## src/rtl/pwm_multichannel_gen_pkg.sv

```systemverilog
// Shared constants, direction type and prescaler mask helper for the multichannel PWM generator.
package pwm_pkg;

  localparam logic MODE_EDGE   = 1'b0;
  localparam logic MODE_CENTER = 1'b1;

  localparam int unsigned DEF_PERIOD = 100;
  localparam int unsigned DEF_CW     = 7;
  localparam int unsigned CONF_W     = 3;
  localparam int unsigned PRESC_W    = 7;

  typedef enum logic {
    DIR_UP   = 1'b0,
    DIR_DOWN = 1'b1
  } dir_e;

  // Low 'conf' bits set: tick fires when all of them are set in the prescaler count.
  function automatic logic [PRESC_W-1:0] presc_mask(input logic [CONF_W-1:0] conf);
    logic [PRESC_W-1:0] m;
    m = '0;
    for (int unsigned i = 0; i < PRESC_W; i++) begin
      if (i < 32'(conf)) m[i] = 1'b1;
    end
    return m;
  endfunction

endpackage

```

## src/rtl/pwm_multichannel_gen_if.sv

```systemverilog
// Control/status bundle of the multichannel PWM generator.
interface pwm_multichannel_gen_if #(
  parameter int unsigned N_CH = 4
) ();
  import pwm_pkg::*;

  logic              ena;
  logic [CONF_W-1:0] conf;
  logic              mode;
  logic [N_CH-1:0]   xu;
  logic [N_CH-1:0]   xd;
  logic [N_CH-1:0]   pwm;
  logic              sync;

  modport master (output ena, conf, mode, xu, xd, input pwm, sync);
  modport slave  (input ena, conf, mode, xu, xd, output pwm, sync);

endinterface

```

## src/rtl/pwm_multichannel_gen_duty_ctrl.sv

```systemverilog
// Per-channel duty control: xu/xd edge detect, saturating shadow duty, load at period boundary.
module pwm_duty_ctrl
  import pwm_pkg::*;
#(
  parameter int unsigned PERIOD = DEF_PERIOD,
  parameter int unsigned CW     = DEF_CW,
  parameter int unsigned STEP   = 1
) (
  input  logic          clk,
  input  logic          rst,
  input  logic          ena_i,
  input  logic          load_i,
  input  logic          xu_i,
  input  logic          xd_i,
  output logic [CW-1:0] duty_o
);

  logic          xu_q, xd_q;
  logic [CW-1:0] shadow_q, shadow_d;
  logic [CW-1:0] duty_q, duty_d;
  logic          up, dn;
  logic [CW:0]   ext, sum;

  always_comb begin
    up       = ena_i & xu_i & ~xu_q;
    dn       = ena_i & xd_i & ~xd_q;
    ext      = {1'b0, shadow_q};
    sum      = ext + (CW+1)'(STEP);
    shadow_d = shadow_q;
    if (up && !dn) begin
      shadow_d = (sum > (CW+1)'(PERIOD)) ? CW'(PERIOD) : sum[CW-1:0];
    end else if (dn && !up) begin
      shadow_d = (ext >= (CW+1)'(STEP)) ? shadow_q - CW'(STEP) : '0;
    end
    duty_d = load_i ? shadow_q : duty_q;
  end

  // Edge registers track the inputs even while disabled, so re-enable never fires a stale edge.
  always_ff @(posedge clk) begin
    if (rst) begin
      xu_q     <= 1'b0;
      xd_q     <= 1'b0;
      shadow_q <= '0;
      duty_q   <= '0;
    end else begin
      xu_q     <= xu_i;
      xd_q     <= xd_i;
      shadow_q <= shadow_d;
      duty_q   <= duty_d;
    end
  end

  assign duty_o = duty_q;

endmodule

```

## src/rtl/pwm_multichannel_gen.sv

```systemverilog
// N-channel PWM generator: shared prescaler and period counter, edge/center aligned modes.
module pwm_multichannel_gen
  import pwm_pkg::*;
#(
  parameter int unsigned N_CH   = 4,
  parameter int unsigned PERIOD = DEF_PERIOD,
  parameter int unsigned CW     = DEF_CW,
  parameter int unsigned STEP   = 1
) (
  input logic                  clk,
  input logic                  rst,
  pwm_multichannel_gen_if.slave bus
);

  localparam logic [CW-1:0] LAST = CW'(PERIOD - 1);

  logic [PRESC_W-1:0] presc_q, presc_d, mask;
  logic               tick, boundary;
  logic [CW-1:0]      cnt_q, cnt_d;
  dir_e               dir_q, dir_d;
  logic               mode_q, mode_d;
  logic [N_CH-1:0]    pwm_q, pwm_d;
  logic               sync_q;
  logic [CW-1:0]      duty [N_CH];

  always_comb begin
    mask     = presc_mask(bus.conf);
    tick     = ((presc_q & mask) == mask);
    presc_d  = bus.ena ? presc_q + PRESC_W'(1) : presc_q;
    cnt_d    = cnt_q;
    dir_d    = dir_q;
    boundary = 1'b0;
    if (bus.ena && tick) begin
      if (mode_q == MODE_EDGE) begin
        if (cnt_q == LAST) begin
          cnt_d    = '0;
          boundary = 1'b1;
        end else begin
          cnt_d = cnt_q + CW'(1);
        end
      end else if (dir_q == DIR_UP) begin
        if (cnt_q == LAST) dir_d = DIR_DOWN;
        else               cnt_d = cnt_q + CW'(1);
      end else begin
        // Both endpoints are held for one tick; the hold at zero is the period boundary.
        if (cnt_q == '0) begin
          dir_d    = DIR_UP;
          boundary = 1'b1;
        end else begin
          cnt_d = cnt_q - CW'(1);
        end
      end
    end
    mode_d = boundary ? bus.mode : mode_q;
    for (int unsigned i = 0; i < N_CH; i++) begin
      pwm_d[i] = bus.ena & (cnt_q < duty[i]);
    end
  end

  always_ff @(posedge clk) begin
    if (rst) begin
      presc_q <= '0;
      cnt_q   <= '0;
      dir_q   <= DIR_UP;
      mode_q  <= MODE_EDGE;
      pwm_q   <= '0;
      sync_q  <= 1'b0;
    end else begin
      presc_q <= presc_d;
      cnt_q   <= cnt_d;
      dir_q   <= dir_d;
      mode_q  <= mode_d;
      pwm_q   <= pwm_d;
      sync_q  <= boundary;
    end
  end

  for (genvar g = 0; g < N_CH; g++) begin : g_ch
    pwm_duty_ctrl #(
      .PERIOD(PERIOD),
      .CW    (CW),
      .STEP  (STEP)
    ) u_duty (
      .clk   (clk),
      .rst   (rst),
      .ena_i (bus.ena),
      .load_i(boundary),
      .xu_i  (bus.xu[g]),
      .xd_i  (bus.xd[g]),
      .duty_o(duty[g])
    );
  end

  assign bus.pwm  = pwm_q;
  assign bus.sync = sync_q;

endmodule

```

## src/flat_wrapper.sv

```systemverilog
// flat-port wrapper written by rule: the top's interface ports become plain ports
module pwm_multichannel_gen_flat import pwm_pkg::*;
#(
  parameter int unsigned N_CH   = 4,
  parameter int unsigned PERIOD = DEF_PERIOD,
  parameter int unsigned CW     = DEF_CW,
  parameter int unsigned STEP   = 1
)
  (clk, rst, bus_ena, bus_conf, bus_mode, bus_xu, bus_xd, bus_pwm, bus_sync);
  pwm_multichannel_gen_if #(.N_CH(N_CH)) bus_i ();
  input logic clk;
  input logic rst;
  input wire logic [$bits(bus_i.ena)-1:0] bus_ena;
  input wire logic [$bits(bus_i.conf)-1:0] bus_conf;
  input wire logic [$bits(bus_i.mode)-1:0] bus_mode;
  input wire logic [$bits(bus_i.xu)-1:0] bus_xu;
  input wire logic [$bits(bus_i.xd)-1:0] bus_xd;
  output wire logic [$bits(bus_i.pwm)-1:0] bus_pwm;
  output wire logic [$bits(bus_i.sync)-1:0] bus_sync;
  assign bus_i.ena = bus_ena;
  assign bus_i.conf = bus_conf;
  assign bus_i.mode = bus_mode;
  assign bus_i.xu = bus_xu;
  assign bus_i.xd = bus_xd;
  assign bus_pwm = bus_i.pwm;
  assign bus_sync = bus_i.sync;
  pwm_multichannel_gen #(.N_CH(N_CH), .PERIOD(PERIOD), .CW(CW), .STEP(STEP)) u_core (.clk(clk), .rst(rst), .bus(bus_i));
endmodule
```

## config.mk

```make
export PLATFORM = sky130hd
export DESIGN_NAME = pwm_multichannel_gen_flat
export DESIGN_NICKNAME = d
export VERILOG_FILES = /design/src/rtl/pwm_multichannel_gen_pkg.sv /design/src/rtl/pwm_multichannel_gen_if.sv /design/src/rtl/pwm_multichannel_gen_duty_ctrl.sv /design/src/rtl/pwm_multichannel_gen.sv /design/src/flat_wrapper.sv
export SDC_FILE = /design/constraint.sdc
export NUM_CORES = 1
export LEC_CHECK = 0
export CORE_MARGIN = 8
export CORE_UTILIZATION = 50
export CTS_CLUSTER_DIAMETER = 150
export CTS_CLUSTER_SIZE = 25
export DETAILED_ROUTE_END_ITERATION = 8
export PLACE_DENSITY = 0.67
export SYNTH_ARGS = -nofsm -noshare
export SYNTH_HDL_FRONTEND = slang
export SYNTH_SLANG_ARGS = --single-unit
```

## constraint.sdc

```tcl
create_clock -name clk -period 6.7 [get_ports clk]
set_clock_uncertainty 0.05 [all_clocks]
set_input_delay 2.01 -clock clk [delete_from_list [all_inputs] [get_ports clk]]
set_output_delay 2.01 -clock clk [all_outputs]
set_load 0.01 [all_outputs]
```

# Yosys cells after proc, flatten, opt, wreduce, memory -nomap -nowiden
# Index checks and enable logic that the tools add are counted.
# word_totals
regBits	85
latchBits	0
ramBits	0
mem_bits_ro	0
in_bits	15
output_inout_bits	5
elab_cells	144
n_memories	0
# classes
add_sub_neg	11
mul	0
div	0
order_cmp	19
eq_ne	4
shifts	0
n_mux	35
n_bitwise	29
reduce_logical	24
# ops
cell	count
$mux W7	21
$sub A7 B1 Y7 const B	5
$add A7 B1 Y8 const B	4
$gt A8 B7 Y1 const B	4
$ge A7 B1 Y1 const B	4
$lt A7 B7 Y1	4
$and A1 B1 Y1	20
$add A7 B1 Y7 const B	2
$mux W1	14
$logic_and A1 B1 Y1	9
$lt A3 B3 Y1 const A	3
$logic_not A1 Y1	8
$not A1 Y1	8
$reduce_bool A2 Y1	4
$and A7 B7 Y7	1
$eq A7 B7 Y1	1
$eq A7 B7 Y1 const B	1
$logic_not A7 Y1	1
$lt A1 B3 Y1 const A	2
$lt A2 B3 Y1 const A	2
$ne A3 B2 Y1 const B	1
$ne A3 B3 Y1 const B	1
$reduce_and A3 Y1	1
$reduce_and A2 Y1	1

# Longest topological paths before layout
# logic_depth
word_depth	6
ltp_mapped	10
ltp_nobuf	9

# Modules after synthesis
# From an unflattened synthesis, not the netlist that was laid out.
# unflattened
cells_unflattened	758
hier_area_um2	6527.5
# modules_own_cells
module	instances	cells_per_inst	area_per_inst_um2	seq_area_each_um2
pwm_duty_ctrl	4	135	1172.4	320.3
pwm_multichannel_gen	1	218	1838.0	420.4

# Worst setup path before layout
# Ideal clock, no wire load.
# synth_timing
path_type	input port to flip-flop
start	input bus_ena
end	register u_core.g_ch[0].u_duty.shadow_q[2]
setup_time_ns	0.095
t_arrival_ns	3.604
required_time_ns	6.555
slack_ns	2.950
cell_stages	10
n_path_buf	3
cell_sequence	buf_1 -> nand2_1 -> nor2_1 -> ha_1 -> clkbuf_1 -> clkbuf_1 -> nand2_1 -> a31oi_1 -> nor2_1 -> a221oi_1
# synth_between
elab_chain_cells	5
word_cells_on_any_way	10
cone_classes	mux: 1; bitwise: 4; reduce/logical: 5
# synth_rtl
element	line	source
from (decl)	flat_wrapper.sv:13	input wire logic [$bits(bus_i.ena)-1:0] bus_ena;
$and A1 B1 Y1, on equally long branches (2 in a row)	pwm_multichannel_gen_duty_ctrl.sv:26, pwm_multichannel_gen_duty_ctrl.sv:25	
$logic_not A1 Y1, on equally long branches	pwm_multichannel_gen_duty_ctrl.sv:30, pwm_multichannel_gen_duty_ctrl.sv:32	
$logic_and A1 B1 Y1, on equally long branches	pwm_multichannel_gen_duty_ctrl.sv:30, pwm_multichannel_gen_duty_ctrl.sv:32	
$mux W7 / $reduce_bool A2 Y1 (equally long branches)	--	
to (signal assigned)	pwm_multichannel_gen_duty_ctrl.sv:48	shadow_q <= shadow_d;
to (decl)	pwm_multichannel_gen_duty_ctrl.sv:19	logic [CW-1:0] shadow_q, shadow_d;
# Several ways; a longest one is shown, not always the timed one.
# A chain may end at the register's enable or synchronous reset.

# Worst setup path after layout
# layout_timing
start	input bus_ena
end	register u_core.g_ch[2].u_duty.shadow_q[2]
# layout_between
elab_chain_cells	5
word_cells_on_any_way	10
cone_classes	mux: 1; bitwise: 4; reduce/logical: 5
# layout_rtl
element	line
$and A1 B1 Y1, on equally long branches (2 in a row)	pwm_multichannel_gen_duty_ctrl.sv:26, pwm_multichannel_gen_duty_ctrl.sv:25
$logic_not A1 Y1, on equally long branches	pwm_multichannel_gen_duty_ctrl.sv:30, pwm_multichannel_gen_duty_ctrl.sv:32
$logic_and A1 B1 Y1, on equally long branches	pwm_multichannel_gen_duty_ctrl.sv:30, pwm_multichannel_gen_duty_ctrl.sv:32
$mux W7 / $reduce_bool A2 Y1 (equally long branches)	--
to (signal assigned)	pwm_multichannel_gen_duty_ctrl.sv:48
to (decl)	pwm_multichannel_gen_duty_ctrl.sv:19
# Several ways; a longest one is shown, not always the timed one.

==> metrics <==
status=finished, final reports clean; worst path cell trace=clkdlybuf4s50_1 -> nand2_1 -> nor2_1 -> ha_1 -> nor3_1 -> and3_1 -> nor4_1 -> a21oi_1 -> a21oi_1 -> a21o_1; Slowest-stage cell, CP=clkdlybuf4s50_1; Worst path max stage delay=approximately 960 ps; vias in the first global route=4588; Mapped Area=5810 sq um; fin. max-slew vios=0; Fmax achieved=approximately 230 MHz; clock root cell=clkbuf_16; CP required=roughly 7000 ps; clock latency on the worst-skew pair=340 ps; GR peak layer=met2; Final TNS setup=0 ps; Syn Nets=823; Syn Inst Count=764; internal power=~1.0 mW; Final Critical Period=roughly 4300 ps; area delta synth->final=8.16%; Longest Clk Path Bufs=2; Worst Setup End Kind=flip-flop; Hold Buf Count CTS=0; Placement Cell Area=5950 sq um; crit path launch type=primary input; dpl cells=a little under 900; met1 GRT Util=0.231; Design Area, Final=between 6000 and 7000 sq um; Final setup violation count=0; Hold Violations, Final=0; estimated wirelength of the detail-placed design=between 8 and 9 mm; Post-Layout Cell Count=between 800 and 900; Reg power frac=0.405; Die X=between 100 and 150 um; post-CTS sizing=0; initial antenna violation count=0; Die Y-Extent=124 um; fin nets=798; via/cell ratio=around 5.9; I/O Buffers=19; # diodes=0; worst hold margin=~440 ps; share of cells above drive strength 1=0.0309; die area=~15000 sq um; RSZ-0062 raised after global routing=false; peak fanout along the critical path=15; Max Cap Viol=0; Gate power share=0.230; pre-CTS WS=around 2100 ps; Residual DRC=0; CTS clk-pin slew, worst paths=60 ps; Post-Route WL=12.9 mm; DRC marker count from the first detailed-route iteration=489; Pwr per Cell Area=~250 nW/um^2; ys async rst share=0; placer congestion estimate=0.869; GR met3 Demand/Resource=0.0390; Worst-Margin Slew=slightly above 900 ps; initial core utilization=0.511; Post-synth EDFFs=0; post-route clock period utilization=0.636; CTS tree=yes; Ports=20; FILL cells=1080; type of the worst setup path=in -> reg; Synth Flop Type=dfxtp_1; Hold/Removal Path Class=reg -> reg; Slew headroom=0.388; Seq cells post-synth=85; CTS HTree Levels=3; Avg Cell Area, Syn=between 7 and 8 sq um; first-pass GRT wire length=roughly 22 mm; WL/cell=between 10 and 15 um; router iterations before antenna repair=5; pin count of the biggest net entering global routing=89; core area=11400 sq um; Routed Antenna Nets=0; post-synthesis sequential area ratio=0.293; Lkg Pwr=around 2.4 nW; vias=around 5300; clock share of power=0.365; # rows=39; clk sink count=85; final global-route overflow total=0; Num CTS Buffers=9; commonest non-fill, non-tap cell in the layout=nor2_1; switching power=around 500 uW; Cell variety after synth=57; setup bufs post-CTS=0; Crit path top cell by count=a21oi_1; All-Layer GR Usage=0.172; worst setup slack after layout=2440 ps; grt met2 use=0.267; crit path DAT=roughly 4500 ps; commonest cells after routing, fill and taps aside=94 x nor2_1, 85 x dfxtp_1, 66 x nand2_1; switching part of the total=0.324; Ys Warns=0; Max VDD drop=between 0.15 and 0.2 mV
==> kinds of logic (layout without fill, tap and decap cells) <==
kind of cell	Yosys count	in the layout	synth area share
AOI/OAI and AO/OA	183	183	0.205
and+or+nand+nor	298	298	0.251
xor gates and xnor gates	15	15	0.0226
DFF	85	85	0.293
muxes	35	35	0.0603
adders and majority gates	44	44	0.0948
buffers and inverters	104	84	0.0732
==> power groups by stage <==
| stage | sequential (mW) | clock (mW) | combinational (mW) |
|---|---|---|---|
| 2_1_floorplan | 0.569 | 0 | 0.338 |
| 3_3_place_gp | 0.632 | 0 | 0.341 |
| 3_5_place_dp | 0.633 | 0 | 0.347 |
| 4_1_cts | 0.621 | 0.575 | 0.350 |
| 5_1_grt | 0.633 | 0.596 | 0.399 |
| 6_report | 0.623 | 0.563 | 0.355 |
==> flip-flops by register name, indices dropped and copies added (netlist names) <==
signal and cells:
u_core.cnt_q 7, u_core.g_ch.u_duty.shadow_q 28, u_core.g_ch.u_duty.xu_q 4, u_core.presc_q 7, u_core.bus.sync 1, u_core.bus.pwm 4, u_core.mode_q 1, u_core.g_ch.u_duty.xd_q 4
u_core.dir_q 1, u_core.g_ch.u_duty.duty_o 28
==> cell usage after synthesis (9+ instances only) <==
library cell,number,share of area
o21a_1,9,0.012
inv_1,47,0.030
nor2b_1,13,0.014
mux2i_1,35,0.060
ha_1,44,0.095
clkbuf_1,47,0.030
dfxtp_1,85,0.29
o21ai_0,38,0.033
nor2_1,94,0.061
nand3_1,27,0.023
nor3_1,23,0.020
nand3b_1,11,0.014
nand4_1,10,0.011
a31oi_1,16,0.017
nor4_1,9,0.0097
a21oi_1,47,0.040
nand2_1,66,0.043
==> final cells by class <==
class / count / area (sq um) / share of cell area
flip-flops and latches: 85 / 1700 / 0.271
clock buffers: 11 / 253 / 0.0402
inverters: 47 / 176 / 0.0281
well taps: 143 / 179 / 0.0285
multi-input cells: 575 / 3690 / 0.587
repair buffers: 21 / 200 / 0.0319
clock inverters: 5 / 82.6 / 0.0131
==> path summary, 6_finish.rpt <==
kind	from	end	slack, ps	cells after the start
worst max-delay path	bus_ena	u_core.g_ch[2].u_duty.shadow_q[2]	2440	10
worst min-delay path	u_core.g_ch[1].u_duty.duty_o[0]	u_core.g_ch[1].u_duty.duty_o[0]	440	2
worst max register to register	u_core.cnt_q[1]	u_core.g_ch[1].u_duty.duty_o[4]	3930	8
worst min register to register	u_core.g_ch[1].u_duty.duty_o[0]	u_core.g_ch[1].u_duty.duty_o[0]	440	2
==> metrics by stage <==
stage	util	total power, mW
finish	0.553	1.54
global route	0.553	1.63
CTS	0.553	1.55
detailed placement	0.523	0.981
global placement	0.523	0.972
floorplan	-	0.907
==> routing by layer <==
layer / up-vias / share of wire
li1: 2682 / -
met1: 2423 / 0.49
met2: 136 / 0.45
met3: 12 / 0.049
met4: 0 / 0.013
met5: - / 0
==> worst max-delay path, delay by kind of cell <==
family / cells / cell delay (ps)
buffers and inverters: 1 / 960
AOI/OAI and AO/OA: 3 / 330
and+or+nand+nor: 5 / 790
adders and majority gates: 1 / 410
No activity file was read; power rests on OpenSTA's default activity.
